$ cat src/rtl/addsub_seq_unit.sv
// -----------------------------------------------------------------------------
// addsub_seq_unit
//   Multi-cycle two's-complement adder/subtractor for the processor datapath.
//   CHUNK bits are summed per cycle, and the carry ripples from one cycle to
//   the next.
//
//   Subtraction is formed as A + ~B + 1. B is inverted when the operands are
//   accepted, and the carry register is seeded with 'sub'.
//
//   Configuration macro:
//     ADDSUB_FLAGS_EN - when defined, carry_out/overflow/zero are computed and
//                       registered. When undefined, the flag ports are tied to
//                       0 and no flag logic is built.
//
//   Parameters:
//     WIDTH      operand/result width (default 32)
//     CHUNK      bits summed per cycle (default 8); WIDTH % CHUNK must be 0
//
//   Ports:
//     clock      rising-edge clock
//     reset_n    asynchronous active-low reset
//     in_valid   operands valid            (in)
//     in_ready   unit can accept operands  (out, high only in IDLE)
//     op_a/op_b  operands                  (in, WIDTH)
//     sub        1 = A - B, 0 = A + B      (in)
//     out_valid  result valid              (out, high only in DONE)
//     out_ready  consumer accepts result   (in)
//     result     sum/difference modulo 2^WIDTH (out, WIDTH)
//     carry_out  carry out of MSB; for subtract 1 = no borrow (out)
//     overflow   signed overflow           (out)
//     zero       result == 0               (out)
// -----------------------------------------------------------------------------
module addsub_seq_unit #(
   parameter int WIDTH = 32,
   parameter int CHUNK = 8
) (
   input  logic             clock,
   input  logic             reset_n,
   input  logic             in_valid,
   output logic             in_ready,
   input  logic [WIDTH-1:0] op_a,
   input  logic [WIDTH-1:0] op_b,
   input  logic             sub,
   output logic             out_valid,
   input  logic             out_ready,
   output logic [WIDTH-1:0] result,
   output logic             carry_out,
   output logic             overflow,
   output logic             zero
);

   localparam int NCHUNK = WIDTH / CHUNK;
   localparam int CNT_W  = (NCHUNK > 1) ? $clog2(NCHUNK) : 1;
   localparam int SH_W   = $clog2(WIDTH) + 1;
   localparam logic [CNT_W-1:0] LAST_CNT   = CNT_W'(NCHUNK - 1);
   localparam logic [WIDTH-1:0] CHUNK_MASK = WIDTH'({CHUNK{1'b1}});

   typedef enum logic [1:0] {
      ST_IDLE = 2'd0,
      ST_RUN  = 2'd1,
      ST_DONE = 2'd2
   } state_t;

   // One chunk of the ripple adder: {carry, sum} = a + b + cin.
   function automatic logic [CHUNK:0] chunk_add(input logic [CHUNK-1:0] a,
                                                input logic [CHUNK-1:0] b,
                                                input logic             cin);
      return {1'b0, a} + {1'b0, b} + {{CHUNK{1'b0}}, cin};
   endfunction

   // Signed overflow: the operands have the same sign, but the sum has the other sign.
   function automatic logic signed_ovf(input logic a_msb,
                                       input logic b_msb,
                                       input logic r_msb);
      return (a_msb == b_msb) & (r_msb != a_msb);
   endfunction

   state_t           state_r;
   logic [CNT_W-1:0] cnt_r;
   logic             carry_r;
   logic [WIDTH-1:0] a_r;
   logic [WIDTH-1:0] b_r;          // op_b already conditionally inverted
   logic [WIDTH-1:0] result_r;
   logic             in_ready_r;
   logic             out_valid_r;

   logic [SH_W-1:0]  sh_s;
   logic [CHUNK-1:0] chunk_a_s;
   logic [CHUNK-1:0] chunk_b_s;
   logic [CHUNK:0]   chunk_sum_s;
   logic [WIDTH-1:0] next_result_s;
   logic             last_chunk_s;

   // Select the current chunk, add it, and merge the sum into the result image.
   always_comb begin
      sh_s          = SH_W'(cnt_r) * SH_W'(CHUNK);
      chunk_a_s     = CHUNK'(a_r >> sh_s);
      chunk_b_s     = CHUNK'(b_r >> sh_s);
      chunk_sum_s   = chunk_add(chunk_a_s, chunk_b_s, carry_r);
      next_result_s = (result_r & ~(CHUNK_MASK << sh_s))
                    | (WIDTH'(chunk_sum_s[CHUNK-1:0]) << sh_s);
      last_chunk_s  = (cnt_r == LAST_CNT);
   end

   // Main FSM: IDLE accepts operands, RUN adds one chunk per cycle, DONE holds the result.
   always_ff @(posedge clock or negedge reset_n) begin
      if (!reset_n) begin
         state_r     <= ST_IDLE;
         cnt_r       <= {CNT_W{1'b0}};
         carry_r     <= 1'b0;
         a_r         <= {WIDTH{1'b0}};
         b_r         <= {WIDTH{1'b0}};
         result_r    <= {WIDTH{1'b0}};
         in_ready_r  <= 1'b1;
         out_valid_r <= 1'b0;
      end else begin
         case (state_r)
            ST_IDLE: begin
               if (in_valid) begin
                  a_r        <= op_a;
                  b_r        <= op_b ^ {WIDTH{sub}};
                  carry_r    <= sub;
                  cnt_r      <= {CNT_W{1'b0}};
                  result_r   <= {WIDTH{1'b0}};
                  in_ready_r <= 1'b0;
                  state_r    <= ST_RUN;
               end else begin
                  in_ready_r <= 1'b1;
               end
            end
            ST_RUN: begin
               result_r <= next_result_s;
               carry_r  <= chunk_sum_s[CHUNK];
               if (last_chunk_s) begin
                  state_r     <= ST_DONE;
                  out_valid_r <= 1'b1;
               end else begin
                  cnt_r <= cnt_r + CNT_W'(1);
               end
            end
            ST_DONE: begin
               // The result and flags are frozen here until the consumer takes them.
               if (out_ready) begin
                  state_r     <= ST_IDLE;
                  out_valid_r <= 1'b0;
                  in_ready_r  <= 1'b1;
               end else begin
                  out_valid_r <= 1'b1;
               end
            end
            default: begin
               state_r     <= ST_IDLE;
               in_ready_r  <= 1'b1;
               out_valid_r <= 1'b0;
            end
         endcase
      end
   end

   assign in_ready  = in_ready_r;
   assign out_valid = out_valid_r;
   assign result    = result_r;

`ifdef ADDSUB_FLAGS_EN
   logic carry_out_r;
   logic overflow_r;
   logic zero_r;

   // Flag registers: cleared on accept and captured from the final chunk.
   always_ff @(posedge clock or negedge reset_n) begin
      if (!reset_n) begin
         carry_out_r <= 1'b0;
         overflow_r  <= 1'b0;
         zero_r      <= 1'b0;
      end else if ((state_r == ST_IDLE) && in_valid) begin
         carry_out_r <= 1'b0;
         overflow_r  <= 1'b0;
         zero_r      <= 1'b0;
      end else if ((state_r == ST_RUN) && last_chunk_s) begin
         carry_out_r <= chunk_sum_s[CHUNK];
         overflow_r  <= signed_ovf(a_r[WIDTH-1], b_r[WIDTH-1], next_result_s[WIDTH-1]);
         zero_r      <= ~|next_result_s;
      end else begin
         carry_out_r <= carry_out_r;
         overflow_r  <= overflow_r;
         zero_r      <= zero_r;
      end
   end

   assign carry_out = carry_out_r;
   assign overflow  = overflow_r;
   assign zero      = zero_r;
`else
   assign carry_out = 1'b0;
   assign overflow  = 1'b0;
   assign zero      = 1'b0;
`endif

endmodule

$ cat config.mk
export PLATFORM = sky130hd
export DESIGN_NAME = addsub_seq_unit
export DESIGN_NICKNAME = d
export VERILOG_FILES = /design/src/rtl/addsub_seq_unit.sv
export SDC_FILE = /design/constraint.sdc
export NUM_CORES = 1
export LEC_CHECK = 0
export BUFFER_PORTS_ARGS = -buffer_cell sky130_fd_sc_hd__buf_2
export CAP_MARGIN = 20
export CORE_ASPECT_RATIO = 0.75
export CORE_MARGIN = 1.5
export CORE_UTILIZATION = 55
export DETAILED_ROUTE_END_ITERATION = 7
export GPL_TIMING_DRIVEN = 0
export MAX_ROUTING_LAYER = met4
export PLACE_DENSITY_LB_ADDON = 0.2
export SLEW_MARGIN = 40
export SYNTH_ARGS = -nofsm -noshare
export SYNTH_HDL_FRONTEND = slang
export SYNTH_SLANG_ARGS = --single-unit
$ cat constraint.sdc
create_clock -name clock -period 3.6 [get_ports clock]
set_input_delay 0.54 -clock clock [delete_from_list [all_inputs] [get_ports clock]]
set_output_delay 0.54 -clock clock [all_outputs]
set_load 0.01 [all_outputs]
==> out/results.tsv, run 1 <==
stage	metric	value	unit
outcome	status	completed	
sta	fin crit share	94.8	%
clock_tree	clk_lat worst skew	0.35	ns
critical_path	Worst Path Arrival	3.63	ns
die	die area	9600	um^2
critical_path	Critical Path RT	3.82	ns
critical_path	worst path bufs/invs	2	
die	Row Count	29	
grt	initial antenna violation count	0	
pwr	Cell Pwr Density	1020	nW/um^2
grt	first-pass GRT wire length	19000	um
die	io pins	106	
routing	first-iteration detailed-routing DRC count	262	
hold_path	hold crit path type	input port to async pin	
yosys	Yosys reg bits	103	
layout	share of cells above drive strength 1	36.4	%
sta	Slew HR	54.1	%
grt	largest net degree at the start of global routing	60	
sta	Fin Hold WS	0.115	ns
placed_design	Placer Congestion	0.792	
yosys	Synth Instances	407	
sta	Peak Freq	293	MHz
routing	Total Wirelength	11500	um
sta	fin worst setup slack	0.187	ns
critical_path	Setup crit start kind	flip-flop	
routing	# DRC	0	
sta	Setup Skew	0.0100	ns
critical_path	CP Capture Type	flip-flop	
placed_design	Post-DP HPWL	8300	um
sta	Final Hold Fails	0	
clock_tree	CTS tree	built	
routing	DRT Pass-1 Iters	4	
pwr	Max VDD drop	0.000553	V
layout	nets	607	
yosys	Synth area leader	dfrtp_1	
critical_path	CP Max Fanout	10	
sta	Worst Tran Pin Value	0.688	ns
layout	Area Overhead vs Synth	21.4	%
routing	WL/cell	18.0	um
clock_tree	clk sinks	103	
clock_tree	clock slew at reported path FFs	0.07	ns
layout	Filler cells	657	
yosys	async set or reset register ratio after synthesis	100	%
yosys	post-synthesis sequential area ratio	52.0	%
yosys	YS warnings	0	
pwr	total power	0.00613	W
yosys	synth unique cells	41	
layout	Core Util, Final	70.0	%
yosys	top-count cell post-synth	dfrtp_1	
pwr	leak pwr	2.84	nW
clock_tree	CTS H-tree lvls	3	
sta	Min Clock Period, post-route	3.41	ns
clock_tree	Max clock buf depth	2	
critical_path	CP max stage delay	0.55	ns
yosys	top post-synthesis cells by area	dfrtp_1 51%, mux2_2 7.3%, mux4_2 7.3%, xnor2_1 6.0%, o21ai_0 4.8%	
yosys	synth cell count leaders	102 x dfrtp_1, 52 x nand2_1, 48 x o21ai_0	
yosys	synthesized area	4960	um^2
sta	Final Max Slew Viols	0	
die	die width	113	um
critical_path	worst path cell trace	clkbuf_4 -> buf_8 -> mux4_2 -> fa_1 -> fa_1 -> a21oi_1 -> o21ai_0 -> a21oi_2 -> xor2_2 -> o21ai_0	
layout	Finished Layout Cells	636	
yosys	Avg Cell Area, Syn	12.2	um^2
sta	final setup violation count	0	
die	CORE AREA	8600	um^2
clock_tree	Post-CTS Setup Inserts	0	
sta	unrepaired setup endpoints after global routing	false	
placed_design	# placed instances	619	
grt	Total GRT Usage	26.8	%
yosys	Synth top area share	51.5	%
placed_design	Post-Place Worst Slack	-0.157	ns
critical_path	Crit Path Class	flip-flop to flip-flop	
critical_path	Crit-path slowest cell	mux4_2	
clock_tree	TritonCTS Buffers	9	
critical_path	Top delay family on crit path	adder cells	
clock_tree	CTS Hold Buffers Added	0	
routing	post-DR vias/cell	5.66	
grt	grt ovf	0	
placed_design	Port Buffers	101	
yosys	number of flops mapped to enable cells by yosys	0	
run	max_cap viols	0	
die	Initial Util	57.7	%
yosys	Synth Flop Type	dfrtp_1	
grt	vias in the first global route	3637	
die	Chip Height	85.2	um
clock_tree	clock root buffer	clkbuf_16	
routing	Routed Antenna Nets	0	
routing	via count	3602	
## report_power, final
part           leakage [nW]  switching [W]  internal [W]  total [W]
sequential             1.30       0.000273       0.00165    0.00192
clock                 0.170       0.000433      0.000700    0.00113
combinational          1.37        0.00180       0.00128    0.00308
## worst register-to-register path, stage by stage, from the launching register on
cell and delay [ns]:
dfrtp_1 0.39, clkbuf_4 0.22, buf_8 0.18, mux4_2 0.56, fa_1 0.48, fa_1 0.43
a21oi_1 0.19, o21ai_0 0.16, a21oi_2 0.23, xor2_2 0.29, o21ai_0 0.14
## sequential cells by signal, summed over array words and instances (netlist names)
signal / cells
carry_r: 1
in_ready: 1
out_valid: 1
result: 32
a_r: 32
cnt_r: 2
state_r: 2
b_r: 32
## kinds of logic (layout without fill, tap and decap cells)
family / Yosys count / count (layout) / synth area share [%]
multiplexers: 50 / 50 / 14.9
other: 1 / 4 / 0.0756
AO/OA/AOI/OAI: 96 / 96 / 12.9
flip-flops: 103 / 103 / 52.0
buffers and inverters: 32 / 150 / 3.00
AND/OR/NAND/NOR: 72 / 72 / 6.23
XOR/XNOR: 37 / 37 / 6.54
adder cells (fa/ha/maj): 16 / 16 / 4.34
## worst paths after layout
check,startpoint,cells past startpoint,end,slack (ns)
setup / recovery,cnt_r[0],10,result[6],0.19
hold / removal,reset_n,1,result[2],0.11
min in group clock,in_valid,2,in_ready,0.39
hold reg to reg,result[15],2,result[15],0.48
max in group asynchronous,reset_n,2,in_ready,2.87
setup reg to reg,cnt_r[0],10,result[6],0.19
## placed cells by master (no fill, tap or decap), drive strengths merged
cell,instances
clkinv,1
dfrtp,102
nor3,3
o21ai,52
a211oi,2
mux4,16
xnor2,34
bufinv,3
and4b,1
and2,1
nand3b,2
nor2b,2
clkbuf,20
ha,14
a21boi,1
diode,1
o22ai,3
nor2,7
mux2,32
fa,2
xor2,3
a22oi,1
conb,3
nand3,1
buf,117
o22a,1
a21o,2
nand2b,1
a22o,20
dfstp,1
a31oi,1
a21oi,11
inv,9
o21bai,1
nand2,52
nand4,2
mux2i,2
o31ai,1
## through the flow
stage | TNS, ns | area, um^2
6_report | 0 | 6020
5_1_grt | 0 | 6020
4_1_cts | 0 | 6000
3_5_place_dp | -0.593 | 5640
3_3_place_gp | -0.459 | 5610
2_1_floorplan | 0 | 4970
## layout make-up
| type | instances | area, um^2 | area share (%) |
|---|---|---|---|
| Sequential cell | 103 | 2580 | 42.8 |
| Multi-Input combinational cell | 274 | 2250 | 37.4 |
| Timing Repair Buffer | 102 | 543 | 9.02 |
| Clock buffer | 11 | 243 | 4.03 |
| Tap cell | 108 | 135 | 2.25 |
| Buffer | 24 | 133 | 2.20 |
| Clock inverter | 5 | 104 | 1.73 |
| Inverter | 8 | 30.0 | 0.499 |
| Antenna cell | 1 | 2.50 | 0.0416 |
## routing by layer
| layer | GRT usage, % | share of wire [%] | vias up |
|---|---|---|---|
| li1 | - | - | 1664 |
| met1 | 35.5 | 45 | 1790 |
| met2 | 42.7 | 48 | 135 |
| met3 | 6.29 | 6.0 | 13 |
| met4 | 6.21 | 1.2 | 0 |
| met5 | - | 0 | - |
## repair_timing
item                       4_1_cts  5_1_grt
setup endpoints to repair        4        4
gates resized for setup          2        5
pin swaps                        0        1
No activity file was read; power rests on OpenSTA's default activity.
==> run 2: changes to the inputs <==
- CORE_ASPECT_RATIO: 0.75 -> 1.25
- CTS_BUF_LIST: default -> sky130_fd_sc_hd__clkbuf_16
==> run 2 against run 1 <==
  * Worst hold slack got worse by 0.020 ns
  * Register-to-register slack improved by 0.04 ns
  * Combinational power fell by 3%
  * Clock power fell by 24%
  * Sequential share of layout area rose by 0.57 points
  * Sequential power barely moved
  * Die area barely moved
  * Utilization fell by 1.7 points
  * Non-clock buffer count did not move
  * Power fell by 5.9%
  * Wire length fell by 3.7%
  * Clock skew fell by 0.0017 ns
  * Largest cell class unchanged
  * Largest power group unchanged
  * Highest routed layer unchanged
==> out/results.tsv, run 2 (same netlist as run 1, synthesis figures left out) <==
stage	metric	value	unit
outcome	status	completed	
routing	DRT Pass-1 Iters	4	
clock_tree	cts repair resizes	1	
grt	Total GRT Usage	25.7	%
clock_tree	CTS Hold Buffers Added	0	
placed_design	Port Buffers	101	
hold_path	hold crit path type	input port to async pin	
sta	Final Hold Fails	0	
clock_tree	CTS tree	built	
clock_tree	CTS H-tree lvls	3	
sta	setup TNS	0	ns
sta	final setup violation count	0	
critical_path	Critical Path RT	3.81	ns
grt	first-pass GRT wire length	17800	um
routing	Routed Antenna Nets	0	
die	Row Count	38	
sta	fin crit share	93.8	%
clock_tree	Max clock buf depth	2	
pwr	Max VDD drop	0.000455	V
routing	Total Wirelength	11000	um
clock_tree	clk_lat worst skew	0.34	ns
placed_design	Post-DP HPWL	8230	um
placed_design	Placer Congestion	0.921	
sta	Peak Freq	296	MHz
die	Chip Height	109	um
placed_design	Post-Place Worst Slack	-0.0997	ns
grt	vias in the first global route	3577	
sta	fin worst setup slack	0.223	ns
die	CORE AREA	8700	um^2
grt	initial antenna violation count	0	
die	die width	87.9	um
routing	# DRC	0	
layout	storage element area	2580	um^2
layout	# diodes	0	
run	max_cap viols	0	
layout	most frequent cells in the layout	109 x buf_2, 102 x dfrtp_1, 52 x nand2_1	
critical_path	Worst Path Arrival	3.59	ns
clock_tree	Post-CTS Setup Inserts	0	
critical_path	Crit Path Class	flip-flop to flip-flop	
layout	share of cells above drive strength 1	36.1	%
die	die area	9600	um^2
sta	Worst Tran Pin Value	0.727	ns
grt	largest net degree at the start of global routing	56	
routing	WL/cell	17.1	um
pwr	Cell Pwr Density	972	nW/um^2
critical_path	Setup crit start kind	flip-flop	
sta	Final Max Slew Viols	0	
critical_path	CP Max Fanout	10	
layout	Area Overhead vs Synth	19.8	%
critical_path	CP Capture Type	flip-flop	
sta	Slew HR	51.5	%
layout	nets	607	
sta	unrepaired setup endpoints after global routing	false	
clock_tree	clk sinks	103	
clock_tree	TritonCTS Buffers	9	
routing	post-DR vias/cell	5.44	
die	io pins	106	
clock_tree	clock slew at reported path FFs	0.07	ns
routing	first-iteration detailed-routing DRC count	190	
layout	commonest non-fill, non-tap cell in the layout	buf_2	
sta	Min Clock Period, post-route	3.38	ns
sta	Setup Skew	0.00837	ns
layout	footprint of the multi-input gates	2250	um^2
grt	grt ovf	0	
die	Initial Util	57.0	%
routing	via count	3514	
clock_tree	clock root buffer	clkbuf_16	
layout	Filler cells	679	
pwr	leak pwr	2.80	nW
-- run 2: final timing paths --
| path | from | to | slack [ns] | depth (start not counted) |
|---|---|---|---|---|
| max | cnt_r[0] | result[6] | 0.22 | 10 |
| min | reset_n | out_valid | 0.09 | 1 |
| max reg2reg | cnt_r[0] | result[6] | 0.22 | 10 |
| min reg2reg | result[7] | result[7] | 0.48 | 2 |
| max in group asynchronous | reset_n | b_r[1] | 2.93 | 2 |
| min in group clock | in_valid | in_ready | 0.40 | 2 |
-- run 2: power breakdown --
group | internal [W] | total (W) | leakage (nW) | switching [W]
combinational | 0.00128 | 0.00300 | 1.37 | 0.00172
clock | 0.000456 | 0.000860 | 0.131 | 0.000404
sequential | 0.00165 | 0.00191 | 1.30 | 0.000258
total | 0.00339 | 0.00577 | 2.80 | 0.00239
-- run 2: layer usage --
| metal | share of wire (%) | GRT usage (%) |
|---|---|---|
| met1 | 41 | 30.5 |
| met2 | 53 | 44.9 |
| met3 | 4.3 | 4.31 |
| met4 | 1.5 | 7.14 |
| met5 | 0 | - |
-- run 2: through the flow --
step                util, %  instance area (um^2)  hold slack, ns  instances  total power, W
global placement       64.6                  5620           0.456        630         0.00472
global route           68.3                  5940           0.124        646         0.00619
finish                 68.3                  5940          0.0945        646         0.00577
floorplan                 -                  4970           0.244        409         0.00398
detailed placement     65.0                  5660           0.466        631         0.00486
CTS                    68.0                  5920           0.103        646         0.00574
-- run 2: layout make-up --
cell class	instances	area share [%]
sequential	103	43.4
buffer	24	2.17
clock buffer	9	3.79
inverter	8	0.506
clock inverter	6	0.506
tap	120	2.53
timing repair buffer	102	9.14
multi-input combinational	274	37.9
-- run 2: critical path, stage by stage (launching register included) --
cell and delay (ns):
dfrtp_1 0.38, clkbuf_4 0.21, buf_6 0.20, mux4_2 0.56, fa_1 0.47, fa_1 0.44
a21oi_2 0.19, o21ai_0 0.17, a21oi_2 0.25, xor2_2 0.24, o21ai_0 0.13
